## src/rtl/sprite_overlay_compositor.sv

```systemverilog
// Composites NUM_SPR ROM-backed rectangular sprites over a background colour for a VGA stream.
// Optional macro OVL_COLORKEY_EN: sprite pixels equal to KEY_RGB are treated as transparent.
module sprite_overlay_compositor #(
  parameter int unsigned NUM_SPR    = 2,
  parameter int unsigned SPR_W      = 120,
  parameter int unsigned SPR_H      = 120,
  parameter int unsigned X_W        = 11,
  parameter int unsigned Y_W        = 10,
  parameter int unsigned ADDR_W     = 17,
  parameter int unsigned BLINK_LOG2 = 5,
  parameter logic [11:0] KEY_RGB    = 12'hF0F
) (
  input  logic                      i_clk,
  input  logic                      i_rst,
  input  logic                      i_pix_ce,
  input  logic [X_W-1:0]            i_x,
  input  logic [Y_W-1:0]            i_y,
  input  logic                      i_de,
  input  logic [NUM_SPR-1:0]        i_spr_en,
  input  logic [NUM_SPR-1:0]        i_spr_blink,
  input  logic [NUM_SPR*X_W-1:0]    i_spr_x0,
  input  logic [NUM_SPR*Y_W-1:0]    i_spr_y0,
  input  logic [11:0]               i_bg_rgb,
  output logic [NUM_SPR*ADDR_W-1:0] o_rom_addr,
  input  logic [NUM_SPR*12-1:0]     i_rom_data,
  output logic [3:0]                o_red,
  output logic [3:0]                o_green,
  output logic [3:0]                o_blue,
  output logic                      o_de
);

  localparam logic [X_W:0]      SprWX = (X_W+1)'(SPR_W);
  localparam logic [Y_W:0]      SprHY = (Y_W+1)'(SPR_H);
  localparam logic [ADDR_W-1:0] SprWA = ADDR_W'(SPR_W);

  // Per-frame shadow copies of the sprite programming
  logic [NUM_SPR-1:0]     sh_en_q, sh_blink_q;
  logic [NUM_SPR*X_W-1:0] sh_x0_q;
  logic [NUM_SPR*Y_W-1:0] sh_y0_q;
  logic [BLINK_LOG2-1:0]  frame_cnt_q;

  logic [NUM_SPR*ADDR_W-1:0] rom_addr_d, rom_addr_q;
  logic [NUM_SPR-1:0]        vis, hit, hit0_q, hit1_q, opaque;
  logic                      de0_q, de1_q, de_q;
  logic [11:0]               sel_rgb, rgb_q;
  logic                      frame_start;

  assign frame_start = i_pix_ce && (i_x == '0) && (i_y == '0);

  for (genvar g = 0; g < NUM_SPR; g++) begin : g_spr
    logic [X_W:0]   x_lo, x_hi, x_e;
    logic [Y_W:0]   y_lo, y_hi, y_e;
    logic [X_W-1:0] dx;
    logic [Y_W-1:0] dy;

    // One extra bit so windows straddling the coordinate maximum clip instead of wrapping
    assign x_e  = {1'b0, i_x};
    assign y_e  = {1'b0, i_y};
    assign x_lo = {1'b0, sh_x0_q[g*X_W +: X_W]};
    assign y_lo = {1'b0, sh_y0_q[g*Y_W +: Y_W]};
    assign x_hi = x_lo + SprWX;
    assign y_hi = y_lo + SprHY;
    assign dx   = i_x - sh_x0_q[g*X_W +: X_W];
    assign dy   = i_y - sh_y0_q[g*Y_W +: Y_W];

    assign vis[g] = sh_en_q[g] & ~(sh_blink_q[g] & frame_cnt_q[BLINK_LOG2-1]);
    assign hit[g] = vis[g] & i_de & (x_e >= x_lo) & (x_e < x_hi) & (y_e >= y_lo) & (y_e < y_hi);
    assign rom_addr_d[g*ADDR_W +: ADDR_W] =
        hit[g] ? (ADDR_W'(dy) * SprWA + ADDR_W'(dx)) : '0;
  end

`ifdef OVL_COLORKEY_EN
  for (genvar g = 0; g < NUM_SPR; g++) begin : g_key
    assign opaque[g] = (i_rom_data[g*12 +: 12] != KEY_RGB);
  end
`else
  logic [11:0] unused_key;
  assign unused_key = KEY_RGB;
  assign opaque     = '1;
`endif

  // Descending scan so the lowest-index opaque hit is the last assignment and wins
  always_comb begin
    sel_rgb = i_bg_rgb;
    for (int i = NUM_SPR - 1; i >= 0; i--) begin
      if (hit1_q[i] && opaque[i]) sel_rgb = i_rom_data[i*12 +: 12];
    end
  end

  always_ff @(posedge i_clk or posedge i_rst) begin
    if (i_rst) begin
      sh_en_q     <= '0;
      sh_blink_q  <= '0;
      sh_x0_q     <= '0;
      sh_y0_q     <= '0;
      frame_cnt_q <= '0;
      rom_addr_q  <= '0;
      hit0_q      <= '0;
      hit1_q      <= '0;
      de0_q       <= 1'b0;
      de1_q       <= 1'b0;
      de_q        <= 1'b0;
      rgb_q       <= 12'h000;
    end else if (i_pix_ce) begin
      if (frame_start) begin
        sh_en_q     <= i_spr_en;
        sh_blink_q  <= i_spr_blink;
        sh_x0_q     <= i_spr_x0;
        sh_y0_q     <= i_spr_y0;
        frame_cnt_q <= frame_cnt_q + BLINK_LOG2'(1);
      end
      rom_addr_q <= rom_addr_d;
      hit0_q     <= hit;
      de0_q      <= i_de;
      hit1_q     <= hit0_q;
      de1_q      <= de0_q;
      rgb_q      <= de1_q ? sel_rgb : 12'h000;
      de_q       <= de1_q;
    end
  end

  assign o_rom_addr = rom_addr_q;
  assign o_red      = rgb_q[11:8];
  assign o_green    = rgb_q[7:4];
  assign o_blue     = rgb_q[3:0];
  assign o_de       = de_q;

endmodule

```

## config.mk

```make
export PLATFORM = sky130hd
export DESIGN_NAME = sprite_overlay_compositor
export DESIGN_NICKNAME = d
export VERILOG_FILES = /design/src/rtl/sprite_overlay_compositor.sv
export SDC_FILE = /design/constraint.sdc
export NUM_CORES = 1
export LEC_CHECK = 0
export ABC_CLOCK_PERIOD_IN_PS = 5680
export BUFFER_PORTS_ARGS = -buffer_cell sky130_fd_sc_hd__buf_2
export CAP_MARGIN = 20
export CORE_ASPECT_RATIO = 0.9
export CORE_MARGIN = 3
export CORE_UTILIZATION = 45
export DETAILED_ROUTE_END_ITERATION = 12
export GPL_TIMING_DRIVEN = 1
export PLACE_DENSITY = 0.71
export SLEW_MARGIN = 0
export SYNTH_ARGS = -nofsm -noshare
export SYNTH_HDL_FRONTEND = slang
export SYNTH_SLANG_ARGS = --single-unit
```

## constraint.sdc

```tcl
create_clock -name i_clk -period 5.68 [get_ports i_clk]
set_input_delay 0.568 -clock i_clk [delete_from_list [all_inputs] [get_ports i_clk]]
set_output_delay 0.568 -clock i_clk [all_outputs]
set_load 0.02 [all_outputs]
```

Yosys cells after proc, flatten, opt, wreduce, memory -nomap -nowiden
Index checks and enable logic that the tools add are counted.
Widths: inputs -> output; s select.
{ "op_classes": {"add_sub_neg": 11, "mul": 2, "order_cmp": 8, "n_mux": 5, "bitwise": 16, "reduce_logical": 5} }
{ "ops": {"columns": ["op", "count"], "rows": [
  ["$mux 12", 3],
  ["$add 17x11->17", 2],
  ["$mux 17", 2],
  ["$mul 10x4->14 const B", 2],
  ["$add 11x7->12 const B", 2],
  ["$lt 11x12->1", 2],
  ["$add 10x7->11 const B", 2],
  ["$ge 11x11->1", 2],
  ["$lt 10x11->1", 2],
  ["$sub 11x11->11", 2],
  ["$ge 10x10->1", 2],
  ["$sub 10x10->10", 2],
  ["$and 1x1->1", 14],
  ["$logic_not 11->1", 1],
  ["$logic_not 10->1", 1],
  ["$add 5x1->5 const B", 1],
  ["$logic_and 1x1->1", 2],
  ["$not 1->1", 2],
  ["$reduce_and 2->1", 1]
]} }
{ "totals": {"reg_bits": 104, "inputBits": 107, "out_inout_bits": 47, "word_cells": 59} }

Depth between registers and ports, before layout
Gate-level depths: netlist (run 1).
{ "depth": {"ltp_word": 9, "mapped_depth": 25, "depth_no_buf": 25} }

Worst setup path after synthesis (run 1)
Ideal clock, no wire load.
{ "synth_timing": {"path_type": "input -> register", "startpoint": "input port i_y[0]", "endpoint": "register rom_addr_q[15], in the netlist o_rom_addr[15]", "setup_ns": 0.135, "t_arrival_ns": 4.947, "t_required_ns": 5.545, "slack_ns": 0.598, "path_stages": 24, "n_path_buf": 0, "path_cell_list": "inv_1 > ha_1 > inv_1 > fa_1 > nand2_1 > nand2_1 > a21oi_1 > xnor2_1 > inv_1 > xnor2_1 > xnor2_1 > fa_1 > inv_1 > ha_1 > nand3_1 > o22ai_1 > nor2_1 > xnor2_1 > ha_1 > nor4_1 > a21oi_1 > and4bb_2 > xnor2_1 > o22ai_1"} }
{ "synth_via": {"elab_chain_cells": 4, "elab_cells_between_ends": 8, "cone_classes": "add/sub (2); mul (1); order compare (2); mux (1); bitwise (2)"} }
{ "synth_rtl": {"columns": ["element", "line", "source"], "rows": [
  ["start: declaration", "17", "input logic [Y_W-1:0] i_y,"],
  ["$sub 10x10->10 / $ge 10x10->1 (equally long branches)", "64, 67", null],
  ["$mul 10x4->14 / $and 1x1->1 (equally long branches)", "69, 67", null],
  ["$add 17x11->17 / $and 1x1->1 (equally long branches)", "69, 67", null],
  ["$mux 17 (*)", "69", "hit[g] ? (ADDR_W'(dy) * SprWA + ADDR_W'(dx)) : '0;"],
  ["end signal: assignment", "112", "rom_addr_q <= rom_addr_d;"],
  ["end: declaration", "42", "logic [NUM_SPR*ADDR_W-1:0] rom_addr_d, rom_addr_q;"]
]} }
Mark *: on every way between the ends. The rest lies on a longest branch, timed or not.
A chain may end at the register's enable or synchronous reset.

Worst setup path after layout (run 1)
{ "layout_timing": {"startpoint": "input port i_y[0]", "endpoint": "register rom_addr_q[32], in the netlist o_rom_addr[32]"} }
The elaborated chain is that of the path after synthesis.

==> results of run 1 <==
-- registers in the layout, summed over array words and instances (netlist names) --
register / count
o_de: 1
hit1_q: 2
sh_en_q: 2
de1_q: 1
de0_q: 1
sh_x0_q: 22
hit0_q: 2
sh_blink_q: 2
o_rom_addr: 34
rgb_q: 12
sh_y0_q: 20
frame_cnt_q: 5
-- routing by layer --
metal / share of wire (%) / track usage, % / vias up
li1: - / - / 4159
met1: 49 / 28.8 / 3850
met2: 44 / 32.4 / 219
met3: 5.2 / 3.47 / 23
met4: 1.4 / 4.39 / 0
met5: 0 / 0 / -
-- Yosys cell counts, types with 14 or more instances --
master,n
sky130_fd_sc_hd__inv_1,191
sky130_fd_sc_hd__ha_1,133
sky130_fd_sc_hd__dfrtp_1,104
sky130_fd_sc_hd__nand2_1,78
sky130_fd_sc_hd__a21oi_1,70
sky130_fd_sc_hd__o21ai_0,70
sky130_fd_sc_hd__xnor2_1,69
sky130_fd_sc_hd__o22ai_1,48
sky130_fd_sc_hd__nor2_1,44
sky130_fd_sc_hd__xor2_1,34
sky130_fd_sc_hd__fa_1,32
sky130_fd_sc_hd__a21o_1,20
sky130_fd_sc_hd__nand3_1,19
sky130_fd_sc_hd__nor3_1,18
sky130_fd_sc_hd__clkbuf_1,16
sky130_fd_sc_hd__nand4_1,14
-- cells by family (layout without fill, tap and decap cells) --
family,Yosys count,count (layout),synth area share [%]
compound gates,274,274,17.6
fa+ha+maj,167,167,23.8
mux,26,26,2.83
buf+inv,214,371,8.26
simple gates,232,232,11.8
xor+xnor,103,103,9.22
flops,104,104,26.6
-- power by group through the flow --
stage	Sequential, µW	Combinational (µW)	Clock [µW]
finish	757	1740	644
CTS	757	1740	664
floorplan	785	1350	0
global route	759	1970	689
global placement	771	1700	0
detailed placement	772	1730	0
-- final cells by class --
type	count	area (µm²)	area share, %
Clock buffer	10	239	2.13
Clock inverter	6	60.1	0.535
Inverter	191	719	6.41
Multi-Input combinational cell	802	6400	57.0
Sequential cell	104	2600	23.2
Tap cell	286	358	3.19
Timing Repair Buffer	164	848	7.56
-- worst max path at each step --
| stage | cells past startpoint | startpoint | endpoint |
|---|---|---|---|
| final | 26 | i_y[0] | o_rom_addr[32] |
| after global routing | 26 | i_y[0] | o_rom_addr[32] |
| after CTS | 26 | i_y[0] | o_rom_addr[32] |
| after detailed placement | 26 | i_y[0] | o_rom_addr[32] |
| after global placement | 26 | i_y[0] | o_rom_addr[32] |
| after floorplan | 24 | i_y[0] | o_rom_addr[15] |
-- stage by stage --
step                total power, µW  cell area, µm²  instances  setup WS (ns)  utilization, %
floorplan                      2140            9790       1120          0.598               -
global placement               2470           10900       1547          0.222            51.8
detailed placement             2500           10900       1547         0.0437            51.8
CTS                            3160           11200       1563          0.406            53.2
global route                   3420           11200       1563        0.00742            53.2
finish                         3150           11200       1563          0.396            53.2
-- repair_timing --
action,in CTS,in global routing
endpoints found under the setup margin,0,2
setup buffers,0,0
gates resized for setup,0,2
-- cells in the final DEF, fill, tap and decap left out, drive strengths merged, types with 6 or more instances in the layout --
master  synthesis  routed
a21o           20      20
nor2b          12      12
o21ai          71      71
and3            6       6
nor2           44      44
nand4          15      15
nor3b           6       6
nand3          19      19
nand2          78      78
ha            133     133
o21a           10      10
a21oi          70      70
clkbuf         16      10
dfrtp         104     104
fa             32      32
o22ai          48      48
xnor2          69      69
buf             7     164
xor2           34      34
nand2b          9       9
mux2i          13      13
o21bai          9       9
mux2           13      13
nor4            9       9
inv           191     194
nor3           18      18
==> run summary, run 1 <==
The leakage power of the design came out at around 0.0057 µW. The launch instance of the worst register-to-register path is sh_y0_q[12]. The number of vias in the routed layout is around 8300. The detailed router finished its first iteration with about 510 violations. The core footprint came out at 21100 µm². The count of distinct cell types in the synthesized netlist is 62. The class of the tightest hold or removal check is primary input to async pin.

The maximum count of clock buffers along a single path came out at 2. For this design the ratio of total power to cell area is 280 nW/µm². The number of hold-slack violations in the final timing report came out at 0. The fraction of power consumed by the clock network is 20.5%. The internal power of the cells came out at 1850 µW. The number of rows created at floorplan is 50. The fraction of final layout cells with drive strength greater than 1 came out at between 10% and 20%. The count of input and output buffers came out at 153.

The clock slew at the register clock pins of the worst setup and hold paths is 0.08 ns. The data arrival time at the worst-slack endpoint came out at 5.52 ns. Among all stages on the critical path, the largest delay is contributed by sky130_fd_sc_hd__fa_1. The width of the chip is 161 µm. The maximum resistive drop on vdd is around 140 µV.

The cell area after synthesis came out at between 9000 and 10000 µm². The aggregate negative setup slack came out at 0 ns. Grouping stages by cell kind, the critical path spends the most delay in adder cells. The critical path data required time came out at 5.91 ns. The aggregate global-route resource usage is 20.2%. The tree is rooted in a sky130_fd_sc_hd__clkbuf_16. The most prevalent standard cell on the critical path is sky130_fd_sc_hd__inv_1. In the final routed layout, each cell accounts on average for 15.1 µm.

The cell count after synthesis came out at 1120. The via count of the first global-routing pass is 7958. The HPWL after detailed placement came out at 19100 µm.

The worst setup path is launched from a primary input. The depth of the most critical reg-to-reg path is 23. The height of the die is about 150 µm. The async set-reset flop share out of synthesis is 100%. The max-cap check violation count is 0.

After detailed routing, the number of remaining DRC violations is 0. The number of iterations in the first detailed-routing pass is 5. Setup repair after global routing left no endpoint under its margin.

The starting utilization of the core area is a little under half. The clock sink count is 104. The proportion of total power due to net switching came out at 41.2%. The share of synthesized area occupied by flip-flops and latches came out at a little over a quarter. The later-pin clock latency in the skew report is 0.36 ns. The total setup violations reported at the end of the flow is 0. The transition at the pin with the smallest max-transition slack is 0.825 ns. After synthesis the netlist holds a flip-flop and latch count of around 100. The area fraction of the dominant cell type after synthesis is 26.6%. Yosys mapped a number of flops with a built-in enable equal to 0.

The total CTS buffers is 9. The total grt overflow came out at 0. The biggest area contributor in the post-synthesis netlist is sky130_fd_sc_hd__dfrtp_1.

The critical path buffer and inverter count came out at 5. The worst pin sits at a relative slew slack of about 45%. The post-route clock skew came out at around 0.0099 ns.

The ratio of routed vias to standard cells is 5.28. 154 I/O pins were placed. The number of nets at the end of the flow is 1544. The final RePlAce weighted congestion came out at 0.890.

The final worst-path cycle share is between 90% and 100%. The synthesized area divided by synthesized cell count is 8.74 µm². The wire length of the first global-routing pass is 39200 µm. The endpoint identified for the worst register-to-register timing path is o_rom_addr[32].

The maximum clock frequency is 0.189 GHz. Sequential cells account for about a quarter of the total power. In this run, post-CTS hold repair placed 0 buffers. In the synthesized netlist the dominant register cell turns out to be sky130_fd_sc_hd__dfrtp_1. The share of total power dissipated in combinational logic is 55.5%. The worst setup path is captured at a flip-flop.

The signed area change from the synthesized netlist to the final layout came out at 14.7%. The floorplan step defined a die boundary enclosing 23600 µm². The count of antenna-violating nets left after detailed routing came out at 0. The number of fillers in the final layout is 2002. Hold timing on the final database bottoms out at a slack of 0.336 ns.

Counting every net in the synthesized netlist gives 1392. The maximum number of pins on one net before global-route repair is 69. The max-slew violation count is 0.

The flow ran to the end, and the final reports show no timing, DRC or antenna violations. The number of antenna violations at the first check in global routing is 0. The number of antenna diodes in the final layout is 0. The H-tree depth is 3. The worst-path maximum fanout came out at 5. The shortest period the worst path allows is about 5.3 ns. The worst register-to-register path has a setup slack of roughly 0.43 ns. The CTS tree is yes.

The maximum single-stage delay on the critical path is between 0.5 and 0.6 ns. The type of the worst setup path is primary input to flip-flop. The number of warnings reported in the yosys synthesis log came out at 0. The analysis attributes to net switching a power of roughly 1300 µW. The final routed wirelength across all metal layers is 23600 µm. By area the synthesized netlist is led by sky130_fd_sc_hd__dfrtp_1 27%, sky130_fd_sc_hd__ha_1 17%, sky130_fd_sc_hd__inv_1 7.3%.
(Power assumes the default switching activity.)
==> run 2, diff against run 1 <==
--- a/config.mk
+++ b/config.mk
@@ -9,7 +9,7 @@
 export BUFFER_PORTS_ARGS = -buffer_cell sky130_fd_sc_hd__buf_2
 export CAP_MARGIN = 20
 export CORE_ASPECT_RATIO = 0.9
-export CORE_MARGIN = 3
+export CORE_MARGIN = 1.5
 export CORE_UTILIZATION = 45
 export DETAILED_ROUTE_END_ITERATION = 12
 export GPL_TIMING_DRIVEN = 1
==> run 2 against run 1 <==
Net effect: die area down 3.9%; maximum frequency down 0.25%; critical path depth unchanged; largest power group unchanged.
==> run summary, run 2 (synthesized netlist as in run 1, its figures left out) <==
The height of the die came out at 143 µm. The max-cap check violation count came out at 0. The starting utilization of the core area came out at 46.4%. Measured along the x axis, the die boundary spans 158 µm. The H-tree depth is 3.

The first global-routing pass estimated 38300 µm of wire. The critical path data required time is 5.90 ns. The worst hold path belongs to the class primary input to async pin. The final RePlAce weighted congestion is ~0.87. The most frequent standard cell in the layout excluding fill and tap cells is sky130_fd_sc_hd__inv_1.

The transition at the pin with the smallest max-transition slack is 0.958 ns. The later-pin clock latency in the skew report is 0.36 ns. The die footprint came out at around 23000 µm². The analysis attributes to cell leakage a power of about 0.0057 µW. The depth of the most critical reg-to-reg path is 24. The cell sitting at the root of the clock tree is a sky130_fd_sc_hd__clkbuf_16.

The worst setup path is captured at a flip-flop. The maximum resistive drop on vdd came out at approximately 160 µV. The overall power of the completed layout is 3130 µW.

The via count of the first global-routing pass came to 8065. The combinational fraction of design power came out at 55.7%. The worst setup path is launched from a primary input. The number of hold buffers added after CTS came out at 0.

The aggregate global-route resource usage is roughly a fifth. At the worst endpoint, the arrival time is 5.52 ns. The flip-flop count of the largest register, all copies and words added came out at 34. Headroom to the max-slew limit came out at 35.9%. Dividing the final minimum period by the clock period gives between 90% and 100%.

Setup violations remaining at the end of the flow were counted as 0. The critical path is of the primary input to flip-flop type. The max-slew violation count came to 0. For this design the ratio of total power to cell area is 278 nW/µm². The library cells used most frequently in the layout, excluding fill and tap cells, are 190 x sky130_fd_sc_hd__inv_1, 153 x sky130_fd_sc_hd__buf_2, 133 x sky130_fd_sc_hd__ha_1. The core region is 21100 µm². Detailed routing inserted a total of 8164 vias. TritonCTS created 9 clock buffers. After the flow finishes, the layout carries non-filler instances totaling 1564. For this design the total switching power over the nets is between 1000 and 1500 µW. The number of top-level design ports came out at 154. Setup repair after global routing left no endpoint under its margin. The count of cells resized by post-cts repair came out at 0.

The maximum clock frequency came out at 0.189 GHz. The worst-path maximum fanout is 5. The setup slack at placement came out at -0.0181 ns. The worst-case register-to-register setup slack came out at slightly above 0.4 ns. The number of hold-slack violations in the final timing report came out at 0.

The fraction of power consumed by the clock network came out at approximately a fifth. The routed wirelength normalized by instance count is 14.9 µm. The clock slew at the register clock pins of the worst setup and hold paths came out at ~0.080 ns.

The number of nets at the end of the flow is 1544. TritonCTS built the clock tree. The total grt overflow came out at 0. The run finished with clean final reports. The share of the core filled with cells came out at 53.3%. The HPWL after detailed placement came out at between 15000 and 20000 µm.

The number of rows created at floorplan is 50. The internal power of the cells came out at 1840 µW. The fraction of final layout cells with drive strength greater than 1 came out at 16.5%. The final routed wirelength across all metal layers is 23300 µm. The clock sink count came out at roughly 100.

After detailed routing, the number of remaining DRC violations is 0. The number of placed instances with taps included came out at between 1500 and 2000. The maximum count of clock buffers along a single path is 2. The number of iterations in the first detailed-routing pass is 5. The count of input and output buffers is 153. The final setup slack of the worst path is approximately 0.38 ns. Across the routed clock network, the largest skew measured is 0.0110 ns.

The count of antenna-violating nets left after detailed routing came out at 0. The post-CTS setup buffer count is 0. The share of total power in sequential cells is 24.2%. The signed area change from the synthesized netlist to the final layout came out at 14.7%.

The first routing iteration left 460 violations. The number of antenna violations at the first check in global routing is 1. After detailed routing, the number of vias per cell comes to 5.22. The shortest period the worst path allows is 5.30 ns.

The proportion of total power due to net switching is 41.2%. The maximum number of pins on one net before global-route repair came out at 56.
run 2: changes by cell type in the layout (fill, tap and decap cells not counted), sizes merged:
cell    change
clkinv      -1
diode       +1
inv         +1
run 2: layout make-up:
class	count	area, µm²
fill	1968	9850
multi-input combinational	802	6400
sequential	104	2600
timing repair buffer	164	861
inverter	191	719
tap	286	358
clock buffer	10	229
clock inverter	6	58.8
antenna	1	2.50
run 2: path summary, 6_finish.rpt:
check / from / end
setup / recovery: i_y[0] / o_rom_addr[32]
hold / removal: i_rst / o_rom_addr[0]
setup reg to reg: sh_y0_q[10] / o_rom_addr[32]
hold reg to reg: frame_cnt_q[3] / frame_cnt_q[3]
max in group asynchronous: i_rst / frame_cnt_q[3]
min in group i_clk: i_spr_x0[14] / sh_x0_q[14]
run 2: per-layer routing:
metal / part of all wire [%] / up-vias / GRT usage (%) / wire length (µm)
met5: 0 / - / 0 / 0
met4: 1.5 / 0 / 5.26 / 353
met3: 5.5 / 22 / 3.46 / 1290
met2: 44 / 218 / 34.8 / 10300
met1: 49 / 3772 / 29.2 / 11400
li1: - / 4152 / - / -
run 2: through the flow:
stage | cell area (µm²) | setup TNS, ns | hold slack, ns
after global placement | 10900 | 0 | 0.466
final | 11200 | 0 | 0.291
after global routing | 11200 | 0 | 0.341
after floorplan | 9790 | 0 | 0.446
after CTS | 11200 | 0 | 0.308
after detailed placement | 10900 | -0.0181 | 0.470
run 2: power by group through the flow:
stage | registers, µW | logic, µW | clock network (µW)
2_1_floorplan | 785 | 1350 | 0
6_report | 757 | 1740 | 627
4_1_cts | 757 | 1740 | 646
3_5_place_dp | 772 | 1730 | 0
5_1_grt | 758 | 1960 | 668
3_3_place_gp | 771 | 1700 | 0
run 2: critical path, stage by stage:
cell and delay (ns):
sky130_fd_sc_hd__buf_2 0.14, sky130_fd_sc_hd__inv_1 0.09, sky130_fd_sc_hd__ha_1 0.18, sky130_fd_sc_hd__inv_1 0.06, sky130_fd_sc_hd__fa_1 0.40, sky130_fd_sc_hd__a21oi_1 0.14, sky130_fd_sc_hd__nor2_1 0.05, sky130_fd_sc_hd__nor2_1 0.22
sky130_fd_sc_hd__xnor2_1 0.24, sky130_fd_sc_hd__inv_1 0.17, sky130_fd_sc_hd__xnor2_1 0.28, sky130_fd_sc_hd__xnor2_1 0.13, sky130_fd_sc_hd__fa_1 0.50, sky130_fd_sc_hd__inv_1 0.04, sky130_fd_sc_hd__ha_1 0.36, sky130_fd_sc_hd__nand3_1 0.12
sky130_fd_sc_hd__o2111ai_2 0.17, sky130_fd_sc_hd__xor2_1 0.18, sky130_fd_sc_hd__ha_1 0.20, sky130_fd_sc_hd__or4_1 0.46, sky130_fd_sc_hd__a21oi_1 0.16, sky130_fd_sc_hd__nor2_1 0.08, sky130_fd_sc_hd__and3_1 0.17, sky130_fd_sc_hd__nand3_1 0.11
sky130_fd_sc_hd__xor2_1 0.19, sky130_fd_sc_hd__o22ai_1 0.09
